`src/rtl/eth_tx_framer.sv`:
```
// Transmit frame sequencer: preamble, SFD, payload, zero pad, FCS and inter-frame gap
// onto a registered byte-wide GMII-style stream, steering an external byte-serial CRC-32.
module eth_tx_framer #(
  parameter int MIN_LEN = 60,
  parameter int IFG     = 12
) (
  input  logic        clk,
  input  logic        rst,
  input  logic [7:0]  in_data,
  input  logic        in_valid,
  input  logic        in_last,
  output logic        in_ready,
  output logic [7:0]  tx_data,
  output logic        tx_en,
  output logic        tx_er,
  output logic        crc_rst,
  output logic        crc_en,
  output logic [7:0]  crc_dat,
  input  logic [31:0] crc,
  output logic        frame_done
);

  typedef enum logic [2:0] {
    S_IDLE, S_PRE, S_SFD, S_PAY, S_PAD, S_FCS, S_DRAIN, S_GAP
  } state_t;

  state_t      state;
  logic [10:0] cnt;
  logic [10:0] cnt_inc;
  logic [15:0] tmr;
  logic [23:0] fcs_q;
  logic        accept;

  function automatic logic [10:0] sat_inc(input logic [10:0] v);
    return (v == 11'h7FF) ? v : v + 11'd1;
  endfunction

  assign cnt_inc  = sat_inc(cnt);
  assign in_ready = (state == S_PAY) || (state == S_DRAIN);
  assign accept   = in_valid && in_ready;
  assign crc_rst  = rst || (state == S_SFD);

  always_comb begin
    crc_en  = 1'b0;
    crc_dat = 8'h00;
    if (state == S_PAY && in_valid) begin
      crc_en  = 1'b1;
      crc_dat = in_data;
    end else if (state == S_PAD) begin
      crc_en  = 1'b1;
    end
  end

  // Upper three FCS bytes are held after the first one is taken straight from the engine.
  always_ff @(posedge clk) begin
    if (state == S_FCS && tmr[1:0] == 2'd0)
      fcs_q <= ~crc[31:8];
  end

  // The state runs one cycle ahead of the registered tx outputs: each state decides the
  // byte that appears on tx_data during the following cycle.
  always_ff @(posedge clk or posedge rst) begin
    if (rst) begin
      state      <= S_IDLE;
      cnt        <= '0;
      tmr        <= '0;
      tx_data    <= 8'h00;
      tx_en      <= 1'b0;
      tx_er      <= 1'b0;
      frame_done <= 1'b0;
    end else begin
      frame_done <= 1'b0;
      tx_er      <= 1'b0;
      case (state)
        S_IDLE: begin
          tx_en   <= 1'b0;
          tx_data <= 8'h00;
          if (in_valid) begin
            state   <= S_PRE;
            cnt     <= '0;
            tmr     <= '0;
            tx_en   <= 1'b1;
            tx_data <= 8'h55;
          end
        end
        S_PRE: begin
          tx_en   <= 1'b1;
          tx_data <= 8'h55;
          tmr     <= tmr + 16'd1;
          if (tmr == 16'd5) state <= S_SFD;
        end
        S_SFD: begin
          tx_en   <= 1'b1;
          tx_data <= 8'hD5;
          state   <= S_PAY;
        end
        S_PAY: begin
          tx_en <= 1'b1;
          tmr   <= '0;
          if (in_valid) begin
            tx_data <= in_data;
            cnt     <= cnt_inc;
            if (in_last)
              state <= (cnt_inc < 11'(MIN_LEN)) ? S_PAD : S_FCS;
          end else begin
            tx_data <= 8'h00;
            tx_er   <= 1'b1;
            state   <= S_DRAIN;
          end
        end
        S_PAD: begin
          tx_en   <= 1'b1;
          tx_data <= 8'h00;
          tmr     <= '0;
          cnt     <= cnt_inc;
          if (cnt_inc >= 11'(MIN_LEN)) state <= S_FCS;
        end
        S_FCS: begin
          tx_en <= 1'b1;
          tmr   <= tmr + 16'd1;
          case (tmr[1:0])
            2'd0:    tx_data <= ~crc[7:0];
            2'd1:    tx_data <= fcs_q[7:0];
            2'd2:    tx_data <= fcs_q[15:8];
            default: begin
              tx_data    <= fcs_q[23:16];
              frame_done <= 1'b1;
              state      <= S_GAP;
              tmr        <= '0;
            end
          endcase
        end
        S_DRAIN: begin
          tx_en   <= 1'b0;
          tx_data <= 8'h00;
          tmr     <= '0;
          if (accept && in_last) state <= S_GAP;
        end
        S_GAP: begin
          tx_en   <= 1'b0;
          tx_data <= 8'h00;
          tmr     <= tmr + 16'd1;
          // IFG+1 cycles here gives IFG+1 low cycles before the next preamble, counting IDLE.
          if (tmr == 16'(IFG)) state <= S_IDLE;
        end
        default: begin
          state <= S_IDLE;
          tx_en <= 1'b0;
        end
      endcase
    end
  end

endmodule

```
`config.mk`:
```
export PLATFORM = sky130hd
export DESIGN_NAME = eth_tx_framer
export DESIGN_NICKNAME = d
export VERILOG_FILES = /design/src/rtl/eth_tx_framer.sv
export SDC_FILE = /design/constraint.sdc
export NUM_CORES = 1
export LEC_CHECK = 0
export BUFFER_PORTS_ARGS = -buffer_cell sky130_fd_sc_hd__buf_2
export CORE_MARGIN = 5
export CORE_UTILIZATION = 50
export CTS_CLUSTER_SIZE = 8
export DETAILED_ROUTE_END_ITERATION = 10
export PLACE_DENSITY_LB_ADDON = 0.08
export SLEW_MARGIN = 10
export SYNTH_ARGS = -nofsm -noshare
export SYNTH_HDL_FRONTEND = slang
export SYNTH_SLANG_ARGS = --single-unit
```
`constraint.sdc`:
```
create_clock -name clk -period 2.3 [get_ports clk]
set_input_delay 0.46 -clock clk [delete_from_list [all_inputs] [get_ports clk]]
set_output_delay 0.46 -clock clk [all_outputs]
set_load 0.005 [all_outputs]
```
### Yosys cells after proc, flatten, opt, wreduce, memory -nomap -nowiden

Index checks and enable logic that the tools add are counted.

| operators by class | value |
|---|---|
| add/sub/neg operators | 2 |
| multipliers | 0 |
| divide/modulo/power cells | 0 |
| magnitude comparators | 2 |
| equality and inequality tests | 20 |
| shift operators | 0 |
| multiplexer cells | 30 |
| bitwise operators | 2 |
| reductions and logical operators | 19 |

Operators with widths:

| kind | count |
|---|---|
| 16-bit case mux with 4 select lines | 1 |
| 8-bit case mux with 6 select lines | 1 |
| 11-bit two-way mux | 3 |
| 11-bit case mux with 3 select lines | 1 |
| 16-bit two-way mux | 2 |
| 3-bit two-way mux | 8 |
| 24-bit inverter | 1 |
| 3-bit case mux with 8 select lines | 1 |
| 8-bit case mux with 3 select lines | 1 |
| 16-bit by 1-bit adder with 16-bit output (second input constant) | 1 |
| 16-bit by 3-bit equality test with 1-bit output (second input constant) | 1 |
| 16-bit by 4-bit equality test with 1-bit output (second input constant) | 1 |
| 8-bit two-way mux | 2 |
| 3-bit equality test (second input constant) | 4 |
| 11-bit by 1-bit adder with 11-bit output (second input constant) | 1 |
| 11-bit equality test (second input constant) | 1 |
| 11-bit by 6-bit greater-or-equal comparator with 1-bit output (second input constant) | 1 |
| 11-bit by 6-bit < comparator with 1-bit output (second input constant) | 1 |
| 2-bit != test (second input constant) | 5 |
| 3-bit OR reduction | 3 |
| 1-bit two-way mux | 8 |
| 8-bit inverter | 1 |
| 7-bit two-way mux | 1 |
| 7-bit AND reduction | 1 |
| 17 further kinds | 24 |

| word-level totals | value |
|---|---|
| flip-flop bits (word level) | 65 |
| latch bits | 0 |
| memory bits (writable) | 0 |
| bits in read-only memories | 0 |
| input port bits | 44 |
| output and inout bits | 22 |
| logic and storage cells | 83 |
| memories kept | 0 |

### Logic depth before layout (Yosys ltp)

Gate-level depths: netlist (run 1).

| logic depth | value |
|---|---|
| depth after elaboration | 7 |
| depth in mapped cells | 8 |
| gate-level depth less buffers | 7 |

### Worst setup path after synthesis (run 1)

Ideal clock, no wire load.

| path | value |
|---|---|
| kind | register to register |
| start | register state[1] |
| end | register fcs_q[0] (enable) |
| library setup time | 383 ps |
| arrival | 1762 ps |
| data required time | 1917 ps |
| path slack | 155 ps |
| stages on the path, launching flop included | 5 |
| path buffers | 1 |
| cell sequence | dfrtp_1 -> buf_4 -> nand2b_4 -> nor2_1 -> and2_1 |

| on the way | value |
|---|---|
| word-level cells in the longest chain between the ends | 2 |

Ends and longest elaborated chain:

| item | RTL line | text |
|---|---|---|
| from (decl) | 27 | `state_t state;` |
| from (signal assigned) | 104 | `state <= (cnt_inc < 11'(MIN_LEN)) ? S_PAD : S_FCS;` |
| 3-bit equality test | 56 | `if (state == S_FCS && tmr[1:0] == 2'd0)` |
| 1-bit logical AND | 56 |  |
| to (signal assigned) | 57 | `fcs_q <= ~crc[31:8];` |
| to (decl) | 31 | `logic [23:0] fcs_q;` |

Every way passes these cells.
A chain may end at the register's enable or synchronous reset.

### Final worst setup path (run 1)

| path | value |
|---|---|
| start | register state[2] |
| end | output port crc_en |

| on the way | value |
|---|---|
| word-level cells in the longest chain between the ends | 3 |
| elaborated cells between the ends (all ways) | 5 |
| those cells by class | eq/ne: 2; mux: 2; reduce/logical: 1 |

Ends and longest elaborated chain:

| item | RTL line | text |
|---|---|---|
| 3-bit equality test or 3-bit by 2-bit equality test with 1-bit output (tied branches) | 49, 46 |  |
| 1-bit two-way mux or 1-bit logical AND (tied branches) | 49, 46 |  |
| 1-bit two-way mux (*) | 46 | `if (state == S_PAY && in_valid) begin` |
| to (decl) | 17 | `output logic crc_en,` |

Every way passes the cells marked *; elsewhere a longest branch is shown, timed or not.

==> results.ini, run 1 <==
[synth]
ys_top_cells_by_count = inv_1, dfrtp_1, nand2_1, nor2_1, o21ai_0
syn-cell-area_um2 = 3570
synth_nets = 425
synth_adder_area_share_pct = 2.81
yosysWarnings = 0
avgSynthCellArea_um2 = 9.56
yosysUniqueCellTypes = 62
synthSimpleGateAreaFrac_pct = 18.7
ys_seq_elements = 65
synth_mux_area_share_pct = 0.596
synth.most_common_cell = inv_1
yosys.area.top_type = dfrtp_1
synth_top_family_by_area = compound AO/OA/AOI/OAI gates
synth_top_area_share_pct = 28.8
async_flop_share_pct = 63.1
synth_compound_area_share_pct = 18.9
synthXorXnorAreaFrac_pct = 2.21
yosysSeqAreaShare_pct = 49.0
synthCells = 373
synth_edf_count = 24
synthFlopType = dfrtp_1
synthTopCellsByArea = dfrtp_1, edfxtp_1, inv_1

[clock_tree]
cts_setup_buffers = 0
cts.clk_slew.worst_paths_ns = 0.08
cts.path.max_buffers = 2
cts_sinks = 65
cts_tree = yes
insertion_delay_ns = 0.35
cts_hold_buf = 0
cts_root_buf = clkbuf_8
h-tree-depth = 3
numCtsBuffers = 9

[final_layout]
final_nets = 487
final_cell_area_um2 = 4160
fill_cells = 609
syn2layout_area_growth_pct = 16.6
drive_gt1_share_pct = 23.6
num_antenna_cells = 0

[die]
ios = 66
start_util_pct = 51.9
die_h_um = 94.5
rows = 30
chipWidth_um = 94.5
dieArea_um2 = 8920
core_um2 = 6870

[critical_path]
path_max_fanout = 12
start_kind = flip-flop
critPathSlowestCell = dfrtp_2
cp-startpoint = state[2]$_DFFE_PP0P_
endpoint_kind = output pin
arrival_ns = 1.74
endpoint = crc_en
timing.rr.end = state[2]$_DFFE_PP0P_
reg2reg_from = tmr[1]$_DFFE_PP0P_
crit_chain = and4b_4 > a21oi_4 > inv_2 > buf_2
required_ns = 1.84
reg2regPathDepth = 7
r2r_setup_slack_ns = 0.30
cp_slowest_stage_delay_ns = 0.50
critPathKind = reg -> out

[pwr]
swShare_pct = 22.4
power_density_nw_per_um2 = 538
clock_power_share_pct = 43.0
p_int_uw = 1740
sequentialPowerShare_pct = 53.7
p_sw_uw = 501
peakVddDrop_mv = 0.329
pwr-share-comb_pct = 3.3
p_leak_uw = 0.00193

[routing]
via_per_inst = 5.42
vias = 2904
wire_per_inst_um = 14.6
drtPass1Iterations = 5
drtIter0Drc = 111
drt-total-wl_mm = 7.83
postRouteAntennaNets = 0
drcViolationCount = 0

[placement]
pre_cts_ws_ns = 0.361
dpl_cell_area_um2 = 3960
dp_hpwl_mm = 5.67
port_buffers = 65
gp_congestion = 0.855

[timing]
setup_ws_ns = 0.100
finalCritPeriodShare_pct = 95.6
setup_viol = 0
tns_ns = 0
hold-worst-slack_ns = 0.310
fmax_mhz = 455
grt_setup_unrepaired = no
hold_violations = 0
relSlewSlack_pct = 64.9
min_period_ns = 2.20
drv_slew = 0
tightestPinTransition_ns = 0.527
skew_ns = 0.0113

[global_route]
gr-usage-all-layers_pct = 18.3
overflow = 0
antenna_found_initial = 0
grt_pass1_vias = 2799
grt_max_degree = 42
grt_pass1_wl_mm = 12.7

[status]
status = finished, final reports clean

[worst_hold_path]
hp-class = in -> async

[run]
drv_cap = 0

-- registers in the layout, indices dropped and copies added (netlist names) --
signal and cells:
fcs_q 24, tmr 16, cnt 11, tx_data 8, state 3, frame_done 1, tx_en 1, tx_er 1
-- cell families after synthesis --
kind of cell               after synthesis
DFF                                     65
muxes                                    2
and+or+nand+nor                        123
buffers and inverters                   67
adders and majority gates                8
AOI/OAI and AO/OA                       99
xor gates and xnor gates                 9
-- cell type report --
class,instances,area (um2),share of cell area (%)
timing repair buffer,72,378,9.09
clock buffer,9,124,2.98
inverter,46,173,4.15
clock inverter,7,71.3,1.72
multi-input combinational,241,1540,37.1
sequential,65,1750,42.1
tap,96,120,2.89
-- repair_timing --
item | in CTS | in global routing
endpoints found under the setup margin | 1 | 1
endpoints found under the hold margin | 0 | 0
gates resized for setup | 1 | 1
-- how the worst min path moves through the flow --
stage / startpoint / end / slack, ns / depth (start not counted)
after floorplan: cnt[5]$_DFFE_PP0P_ / cnt[5]$_DFFE_PP0P_ / 0.52 / 1
after global placement: cnt[1]$_DFFE_PP0P_ / cnt[1]$_DFFE_PP0P_ / 0.55 / 1
after detailed placement: cnt[1]$_DFFE_PP0P_ / cnt[1]$_DFFE_PP0P_ / 0.56 / 1
after CTS: rst / cnt[6]$_DFFE_PP0P_ / 0.31 / 3
after global routing: crc[20] / fcs_q[12]$_DFFE_PP_ / 0.33 / 2
final: rst / cnt[6]$_DFFE_PP0P_ / 0.31 / 3
-- metal layers --
layer	up-vias	share of wire, %	track usage [%]
met5	-	0	0
met3	9	6.3	4.70
met1	1359	46	23.5
li1	1450	-	-
met4	0	1.3	7.93
met2	86	47	29.4
-- power groups by stage --
| stage | clock, uW | combinational (uW) | sequential [uW] |
|---|---|---|---|
| floorplan | 0 | 32.0 | 1220 |
| global placement | 0 | 75.7 | 1220 |
| detailed placement | 0 | 76.9 | 1220 |
| CTS | 978 | 77.0 | 1200 |
| global route | 1030 | 88.8 | 1200 |
| finish | 961 | 74.7 | 1200 |
-- layout by cell type, fill, tap and decap left out, types with 2 or more instances in the layout --
cell and n:
a211oi_1 3, a21o_1 2, a21oi_1 20, a222oi_1 8
a22o_1 5, a2bb2oi_1 2, a31oi_1 12, a41oi_1 2
and2_1 7, and4_1 5, buf_2 65, buf_4 7
clkbuf_8 9, clkinv_2 2, clkinvlp_4 3, dfrtp_1 39
dfrtp_2 2, edfxtp_1 24, ha_1 8, inv_1 45
nand2_1 37, nand2b_1 2, nand2b_2 2, nand3_1 7
nand4_1 8, nand4b_1 2, nor2_1 28, nor2b_1 4
nor3_1 4, nor3b_1 2, nor4_1 2, o21a_1 2
o21ai_0 27, o31ai_1 4, xnor2_1 4, xor2_1 5
-- metrics by stage --
| step | util [%] | instances | total power (uW) |
|---|---|---|---|
| floorplan | - | 373 | 1260 |
| global placement | 57.7 | 520 | 1300 |
| detailed placement | 57.7 | 520 | 1300 |
| CTS | 60.5 | 536 | 2260 |
| global route | 60.5 | 536 | 2320 |
| finish | 60.5 | 536 | 2240 |
-- worst max-delay path, delay by kind of cell (launching register included) --
| kind | cells | cell delay (ns) |
|---|---|---|
| flops | 1 | 0.50 |
| compound gates | 1 | 0.09 |
| buf+inv | 2 | 0.32 |
| simple gates | 1 | 0.48 |
Power figures use the tool's default switching activity.
==> run 2, diff against run 1 <==
==> constraint.sdc (replaced) <==
create_clock -name clk -period 2.3 [get_ports clk]
set_input_delay 0.115 -clock clk [delete_from_list [all_inputs] [get_ports clk]]
set_output_delay 0.115 -clock clk [all_outputs]
set_load 0.005 [all_outputs]
==> run 2 against run 1 <==
  * Clock power rose by 7%
  * Fmax up 6.6%
  * Sequential share of layout area fell by 1.7 points
  * Worst setup slack improved by 0.14 ns
  * Register-to-register slack better by 0.02 ns
  * Power up 4.4%
  * Die area is the same
  * Core utilization increased by 2.4 points
  * Highest routed layer unchanged
==> results.ini, run 2 (same netlist as run 1, synthesis figures left out) <==
[status]
status = finished, final reports clean  ; unchanged

[clock_tree]
cts.path.max_buffers = 2  ; unchanged
cts_resized = 0  ; was 1
h-tree-depth = 3  ; unchanged
cts_root_buf = clkbuf_8  ; unchanged
numCtsBuffers = 9  ; unchanged
insertion_delay_ns = 0.34  ; was 0.35 ns
cts_tree = yes  ; unchanged
cts.clk_slew.worst_paths_ns = 0.07  ; was 0.08 ns
cts_sinks = 65  ; unchanged

[placement]
gp_congestion = 0.849  ; was 0.855
port_buffers = 65  ; unchanged
dp_hpwl_mm = 5.68  ; was 5.67 mm

[final_layout]
syn2layout_area_growth_pct = 21.3  ; was 16.6%
layout_common_cells = buf_2, inv_1, dfrtp_1  ; unchanged
largest_reg_flops = 24  ; unchanged
fill_cells = 567  ; was 609
drive_gt1_share_pct = 21.1  ; was 23.6%
num_antenna_cells = 0  ; unchanged
final_nets = 503  ; was 487
reg.largest.list = fcs_q x24, tmr x16, cnt x11  ; unchanged
final_common_cell = buf_2  ; unchanged
top_register = fcs_q  ; unchanged

[timing]
hold_violations = 0  ; unchanged
tns_ns = 0  ; unchanged
skew_ns = 0.0141  ; was 0.0113 ns
finalCritPeriodShare_pct = 89.7  ; was 95.6%
tightestPinTransition_ns = 0.583  ; was 0.527 ns
fmax_mhz = 485  ; was 455 MHz
drv_slew = 0  ; unchanged
setup_viol = 0  ; unchanged
grt_setup_unrepaired = no  ; unchanged
min_period_ns = 2.06  ; was 2.20 ns
relSlewSlack_pct = 61.1  ; was 64.9%

[pwr]
p_total_uw = 2340  ; was 2240 uW
peakVddDrop_mv = 0.308  ; was 0.329 mV
power_density_nw_per_um2 = 540  ; was 538 nW/um2
p_leak_uw = 0.00200  ; was 0.00193 uW

[global_route]
antenna_found_initial = 0  ; unchanged
grt_pass1_vias = 2860  ; was 2799
grt_pass1_wl_mm = 13.6  ; was 12.7 mm
overflow = 0  ; unchanged
grt_max_degree = 42  ; unchanged
gr-usage-all-layers_pct = 19.8  ; was 18.3%

[critical_path]
path_buf_inv = 2  ; unchanged
cp-startpoint = state[2]$_DFFE_PP0P_  ; unchanged
critPathKind = reg -> out  ; unchanged
path_delay_family = flip-flops  ; unchanged
reg2reg_from = tmr[1]$_DFFE_PP0P_  ; unchanged
required_ns = 2.18  ; was 1.84 ns
crit_chain = and4b_4 > a21oi_4 > inv_2 > buf_2  ; unchanged
path_max_fanout = 16  ; was 12
endpoint_kind = output pin  ; unchanged
critPathSlowestCell = dfrtp_1  ; was dfrtp_2
arrival_ns = 1.95  ; was 1.74 ns
start_kind = flip-flop  ; unchanged
cp_slowest_stage_delay_ns = 0.71  ; was 0.50 ns

[routing]
postRouteAntennaNets = 0  ; unchanged
via_per_inst = 5.43  ; was 5.42
wire_per_inst_um = 15.0  ; was 14.6 um
drt-total-wl_mm = 8.30  ; was 7.83 mm
drtPass1Iterations = 6  ; was 5
drcViolationCount = 0  ; unchanged
vias = 3000  ; was 2904
drtIter0Drc = 189  ; was 111

[die]
dieArea_um2 = 8920  ; unchanged
start_util_pct = 51.9  ; unchanged
ios = 66  ; unchanged
die_h_um = 94.5  ; unchanged
chipWidth_um = 94.5  ; unchanged
core_um2 = 6870  ; unchanged
rows = 30  ; unchanged

[worst_hold_path]
min_from = crc[29]
hp-class = in -> reg  ; was in -> async

[run]
drv_cap = 0  ; unchanged

[run 2: changes by cell type in the layout (fill, tap and decap cells not counted), moves of 2 or more]
cell / before / now
clkinvlp_4: 3 / 0
dfrtp_2: 2 / 0
dfrtp_1: 39 / 41
clkinv_1: 0 / 3
dlygate4sd3_1: 0 / 17
clkinv_2: 2 / 0
clkbuf_1: 0 / 2
[run 2: layout make-up]
cell class / instances / area, um2 / area share (%)
inverters: 46 / 173 / 3.99
well taps: 96 / 120 / 2.78
repair buffers: 88 / 541 / 12.5
flip-flops and latches: 65 / 1750 / 40.4
clock buffers: 11 / 131 / 3.04
multi-input cells: 241 / 1540 / 35.7
clock inverters: 5 / 71.3 / 1.65
[run 2: report_power, final]
part	internal [uW]	switching, uW	total (uW)
sequential	1200	0	1200
combinational	55.9	43.4	99.3
clock	601	434	1030
[run 2: layer usage]
layer	wire length, um	vias to the layer above	track usage, %
met1	3760	1393	26.4
met5	0	-	0
li1	-	1482	-
met3	586	9	4.86
met2	3830	116	30.7
met4	119	0	8.29
[run 2: timing repair]
item / 4_1_cts / 5_1_grt
buffers inserted: 0 / 0
endpoints found under the setup margin: 0 / 0
hold buffers: 16 / 1
hold endpoints to repair: 56 / 1
[run 2: metrics by stage]
| stage | utilization, % | std cells | instance area, um2 | worst slack, ns | hold slack [ns] |
|---|---|---|---|---|---|
| after floorplan | - | 373 | 3570 | 0.155 | 0.246 |
| after global placement | 57.5 | 519 | 3950 | 0.381 | 0.346 |
| after detailed placement | 57.5 | 519 | 3950 | 0.320 | 0.352 |
| after CTS | 62.8 | 551 | 4320 | 0.234 | 0.000903 |
| after global routing | 63.0 | 552 | 4330 | 0.0624 | 0.0000132 |
| final | 63.0 | 552 | 4330 | 0.237 | 0.00910 |
[run 2: final timing paths]
| path | to | slack (ns) | cells past startpoint |
|---|---|---|---|
| worst min register to register | cnt[1]$_DFFE_PP0P_ | 0.57 | 1 |
| worst max register to register | state[2]$_DFFE_PP0P_ | 0.32 | 7 |
| min in group asynchronous | tmr[2]$_DFFE_PP0P_ | 0.50 | 4 |
| worst max-delay path | crc_en | 0.24 | 4 |
| max in group asynchronous | state[2]$_DFFE_PP0P_ | 1.42 | 4 |
| worst min-delay path | fcs_q[21]$_DFFE_PP_ | 0.009 | 2 |
